**src/rtl/mem_req_sequencer.sv**
```systemverilog
// mem_req_sequencer: queues MEM-stage load/store requests and issues them one at a time
// to mem_system, returning data/hit/error and keeping saturating perf counters.
module mem_req_sequencer #(
   parameter int QDEPTH  = 2,
   parameter int TIMEOUT = 31,
   parameter int CNT_W   = 16
) (
   input  logic             clk,
   input  logic             rst_n,
   input  logic             req_valid,
   input  logic             req_wr,
   input  logic [15:0]      req_addr,
   input  logic [15:0]      req_wdata,
   output logic             req_ready,
   output logic             rsp_valid,
   output logic [15:0]      rsp_rdata,
   output logic             rsp_hit,
   output logic             rsp_err,
   output logic [15:0]      Addr,
   output logic [15:0]      DataIn,
   output logic             Rd,
   output logic             Wr,
   input  logic [15:0]      DataOut,
   input  logic             Done,
   input  logic             Stall,
   input  logic             CacheHit,
   output logic [CNT_W-1:0] perf_req,
   output logic [CNT_W-1:0] perf_hit
);
   localparam int AW = $clog2(QDEPTH);
   localparam int CW = AW + 1;
   typedef enum logic {IDLE, BUSY} state_t;
   state_t          r_st, w_nxt;
   logic            r_q_wr    [QDEPTH];
   logic [15:0]     r_q_addr  [QDEPTH];
   logic [15:0]     r_q_wdata [QDEPTH];
   logic [AW-1:0]   r_wp, r_rp;
   logic [CW-1:0]   r_cnt;
   logic [7:0]      r_tmr;
   logic            w_push, w_pop, w_issue, w_rsp, w_err, w_done, w_empty, w_h_al;
   assign req_ready = r_cnt != CW'(QDEPTH);
   assign w_push    = req_valid & req_ready;
   assign w_empty   = r_cnt == '0;
   assign w_h_al    = !w_empty && !r_q_addr[r_rp][0];
   always_comb begin
      w_nxt   = r_st;
      w_pop   = 1'b0;
      w_issue = 1'b0;
      w_rsp   = 1'b0;
      w_err   = 1'b0;
      w_done  = 1'b0;
      case (r_st)
         IDLE: if (!w_empty && !Stall) begin
            w_pop   = 1'b1;
            w_issue = w_h_al;
            w_rsp   = !w_h_al;
            w_err   = !w_h_al;
            w_nxt   = w_h_al ? BUSY : IDLE;
         end
         BUSY: if (Done) begin
            w_done  = 1'b1;
            w_rsp   = 1'b1;
            w_issue = w_h_al;
            w_pop   = w_h_al;
            w_nxt   = w_h_al ? BUSY : IDLE;
         end else if (r_tmr == 8'(TIMEOUT - 1)) begin
            w_rsp = 1'b1;
            w_err = 1'b1;
            w_nxt = IDLE;
         end
         default: w_nxt = IDLE;
      endcase
   end
   always_ff @(posedge clk) begin
      if (w_push) begin
         r_q_wr[r_wp]    <= req_wr;
         r_q_addr[r_wp]  <= req_addr;
         r_q_wdata[r_wp] <= req_wdata;
      end
   end
   always_ff @(posedge clk or negedge rst_n) begin
      if (!rst_n) begin
         r_wp  <= '0;
         r_rp  <= '0;
         r_cnt <= '0;
      end else begin
         r_wp  <= r_wp + AW'(w_push);
         r_rp  <= r_rp + AW'(w_pop);
         r_cnt <= r_cnt + CW'(w_push) - CW'(w_pop);
      end
   end
   always_ff @(posedge clk or negedge rst_n) begin
      if (!rst_n) begin
         r_st      <= IDLE;
         r_tmr     <= '0;
         Addr      <= '0;
         DataIn    <= '0;
         Rd        <= 1'b0;
         Wr        <= 1'b0;
         rsp_valid <= 1'b0;
         rsp_rdata <= '0;
         rsp_hit   <= 1'b0;
         rsp_err   <= 1'b0;
         perf_req  <= '0;
         perf_hit  <= '0;
      end else begin
         r_st      <= w_nxt;
         rsp_valid <= w_rsp;
         if (w_issue) begin
            Addr   <= r_q_addr[r_rp];
            DataIn <= r_q_wdata[r_rp];
            Rd     <= !r_q_wr[r_rp];
            Wr     <= r_q_wr[r_rp];
            r_tmr  <= '0;
         end else if (r_st == BUSY && w_nxt == IDLE) begin
            Rd <= 1'b0;
            Wr <= 1'b0;
         end else if (r_st == BUSY) begin
            r_tmr <= r_tmr + 8'd1;
         end
         // Rd still reflects the completing request here, so stores return zero data
         if (w_rsp) begin
            rsp_rdata <= (w_done && Rd) ? DataOut : '0;
            rsp_hit   <= w_done & CacheHit;
            rsp_err   <= w_err;
         end
         if (w_issue && perf_req != '1) perf_req <= perf_req + CNT_W'(1);
         if (w_done && CacheHit && perf_hit != '1) perf_hit <= perf_hit + CNT_W'(1);
      end
   end
endmodule

```
**config.mk**
```make
export PLATFORM = sky130hd
export DESIGN_NAME = mem_req_sequencer
export DESIGN_NICKNAME = d
export VERILOG_FILES = /design/src/rtl/mem_req_sequencer.sv
export SDC_FILE = /design/constraint.sdc
export NUM_CORES = 1
export LEC_CHECK = 0
export ABC_AREA = 1
export CORE_MARGIN = 2
export CORE_UTILIZATION = 45
export DETAILED_ROUTE_END_ITERATION = 16
export DONT_BUFFER_PORTS = 1
export GPL_TIMING_DRIVEN = 0
export HOLD_SLACK_MARGIN = 0.15
export PLACE_DENSITY = 0.56
export SYNTH_ARGS = -nofsm -noshare
export SYNTH_HDL_FRONTEND = slang
export SYNTH_SLANG_ARGS = --single-unit
```
**constraint.sdc**
```tcl
create_clock -name clk -period 2.55 [get_ports clk]
set_clock_uncertainty 0.2 [all_clocks]
set_input_delay 0.51 -clock clk [delete_from_list [all_inputs] [get_ports clk]]
set_output_delay 0.51 -clock clk [all_outputs]
set_load 0.02 [all_outputs]
```
==> summary.txt <==
Final layout
  – Layout area overhead: 18.6%
  – Register Area: 4430 sq um
  – Share of cells above drive strength 1: 0.112
  – Fin cells: 1047
  – Area of the multi-input gates: between 2000 and 2500 sq um
  – Design area: 8590 sq um
  – Nets: 881
  – Final Util: 0.543
  – # fillers: roughly 1.4k
  – N_diodes: 0

Worst setup path
  – CP arrival: 2430 ps
  – Crit. End Element: register
  – R2r setup slk: 220 ps
  – Critical Path RT: ~2700 ps
  – Reg-to-Reg End: rsp_hit
  – Crit path from: r_tmr[0]
  – CP Launch Type: register
  – Worst reg2reg path startpoint: r_tmr[0]
  – Worst Setup EP: rsp_hit
  – Crit path kind: register to register
  – R2R cell count: 9
  – Crit Path Max Fanout: 10

Pwr
  – Leakage power: 3.72 nW
  – Peak supply drop: approximately 0.5 mV
  – Final Total Pwr: 9.11 mW
  – P per Cell Area: 1060 nW/um^2

Global route
  – Initial antenna violation count: 0
  – Vias in the first global route: ~5.1k
  – Largest net degree at the start of global routing: 99
  – Total GRT Usage: 0.185
  – GRT Residual Overflow: 0
  – First-pass GRT wire length: about 24000 um

Detailed routing
  – Vias per std cell: 4.87
  – Drt total wl: 15100 um
  – DR WL/cell: 14.4 um
  – Via count: 5096
  – Final ANT Viol Nets: 0
  – Initial DRC count: 224
  – DRC: 0
  – DRT Pass-1 Iters: 7

Placement
  – RePlAce Congestion: 0.841
  – Port Buf Inserts: 0
  – Setup WS pre-CTS: 305 ps
  – Placed Cells: 963
  – Placed cell areas: 7520 sq um
  – Hpwl dp: roughly 10000 um

Timing
  – Final Max Tran Viols: 0
  – Crit share post-route: 0.913
  – Fin crit period: between 2000 and 2500 ps
  – RSZ-0062 raised after global routing: false
  – Fmax: about 430 MHz
  – Final hold violation count: 98
  – Worst slack on hold paths: -413 ps
  – Final Worst Setup Slack: 222 ps
  – Final setup viols: 0
  – Slew of the pin with the lowest slew margin: 884 ps
  – Max-slew headroom at the worst pin: 0.411

Clock network
  – Clock Tree Buf Depth: 2
  – Clk slew on worst S/H paths: 60 ps
  – Setup Fix Bufs, Post-CTS: 0
  – CTS tree: yes
  – TritonCTS Buffers: 17
  – H-tree levels: 4
  – Root Driver: clkbuf_16
  – Clk_lat worst skew: 410 ps
  – CTS Hold Buffers Added: 52
  – Clock Sinks: 164

Min path
  – Hold Path Class: input pin to asynchronous set/reset pin

Synth
  – Sequential element share of the synthesized area: 0.612
  – Synthesized cell area: 7240 sq um
  – Area contributors post-synth: dfrtp_1 (34%), edfxtp_1 (27%), nand2_1 (15%), o211ai_1 (3.2%), nor2_1 (2.7%)
  – Post-synthesis compound-gate area fraction: 0.0577
  – Syn nets: 810
  – Most common cell in the netlist: nand2_1
  – Post-synth EDFFs: 66
  – Adder and majority gate portion of the synthesized area: 0.0138
  – Synth Area in Simple Gates: 0.243
  – YS warnings: 0
  – FF+latch count, synth: approximately 160
  – Post-Syn Instances: 747
  – Prevailing post-synth register cell: dfrtp_1
  – Yosys top cell by area: dfrtp_1
  – Mux contribution to synthesized area: 0
  – Synth cell types: 29
  – Largest family of logic cells by synthesized area: simple AND/OR/NAND/NOR gates
  – Xor/xnor cell area share of the yosys netlist: 0.0254
  – Synth top area share: 0.339
  – Mean Syn Cell Area: 9.70 sq um
  – Post-synth ARST share: 0.598
  – Top cells by count, synth: nand2_1 (285), dfrtp_1 (98), edfxtp_1 (66), nor2_1 (52), inv_1 (50)

Job
  – Max-cap viol count: 0

Floorplan
  – Core Box Area: 15800 sq um
  – Row Count: 46
  – Initial Util: 0.458
  – Die Ht: approximately 130 um
  – Die area: 17100 sq um
  – Die X: 131 um
  – IO Pins: 141

Outcome
  – Failing checks: negative hold slack
  – Outcome: finished with violations
==> area by class of cell <==
cell class | instances | area share
Sequential cell | 164 | 0.516
Clock buffer | 21 | 0.0513
Multi-Input combinational cell | 507 | 0.287
Timing Repair Buffer | 52 | 0.0606
Inverter | 56 | 0.0248
Buffer | 20 | 0.0160
Clock inverter | 11 | 0.0124
Tap cell | 216 | 0.0315
==> worst min-delay path by stage <==
stage	cells past startpoint	slack [ps]	to	start
2_1_floorplan	0	10	Addr[0]	rst_n
3_3_place_gp	0	20	rsp_rdata[10]	rst_n
3_5_place_dp	0	20	rsp_valid	rst_n
4_1_cts	0	-440	rsp_rdata[10]	rst_n
5_1_grt	0	-450	rsp_valid	rst_n
6_report	0	-410	rsp_rdata[11]	rst_n
==> what timing repair did <==
item	in CTS	in global routing
hold endpoints to repair	182	98
endpoints found under the setup margin	0	1
resized for setup	0	2
==> where the power goes <==
group	switching (mW)	leakage (nW)	internal, mW
registers	1.01	1.89	3.54
logic	1.38	1.58	0.825
clock network	1.01	0.248	1.35
total	3.41	3.72	5.71
==> logic make-up after synthesis <==
group	Yosys count
compound gates	64
flops	164
fa+ha+maj	8
simple gates	414
xor+xnor	21
buf+inv	76
==> critical path: stages (launching register included) <==
cell and delay [ps]:
dfrtp_1 420, inv_1 80, ha_1 140, nand2_1 50
nor2_1 140, nand2_1 100, nand3_2 170, buf_2 250
o22ai_1 90, dlygate4sd3_1 560
==> flip-flops by register name (all words and copies together), names as in the netlist <==
signal,flops
Addr,16
DataIn,16
Rd,1
Wr,1
perf_hit,16
perf_req,16
r_cnt,2
r_q_addr,32
r_q_wdata,32
r_q_wr,2
r_rp,1
r_st,1
r_tmr,8
r_wp,1
rsp_err,1
rsp_hit,1
rsp_rdata,16
rsp_valid,1
==> routing by layer <==
| metal | part of all wire | global-route usage |
|---|---|---|
| met4 | 0.016 | 0.0707 |
| met1 | 0.43 | 0.217 |
| met5 | 0 | 0 |
| met2 | 0.49 | 0.313 |
| met3 | 0.066 | 0.0631 |
==> placed cells by master (no fill, tap or decap), types with 5 or more instances in the layout <==
master           n
nor2_1          52
o21ai_1         10
buf_6            7
dfrtp_1         98
xor2_1          10
o211ai_1        31
inv_2            5
edfxtp_1        66
nand3_1         24
clkinvlp_4       5
ha_1             6
nand4_1          7
nor2_4           5
dlygate4sd3_1   52
nand2_1        285
xnor2_1         11
inv_1           50
o21ai_0         19
or2_2           31
clkbuf_1        13
clkbuf_16       17
==> per-stage QoR <==
step,hold WS [ps],setup TNS [ps]
after detailed placement,16.6,0
final,-413,0
after floorplan,14.4,0
after global placement,16.7,-12200
after global routing,-445,0
after CTS,-437,0
Note: power is estimated with default switching activity, not from simulation.
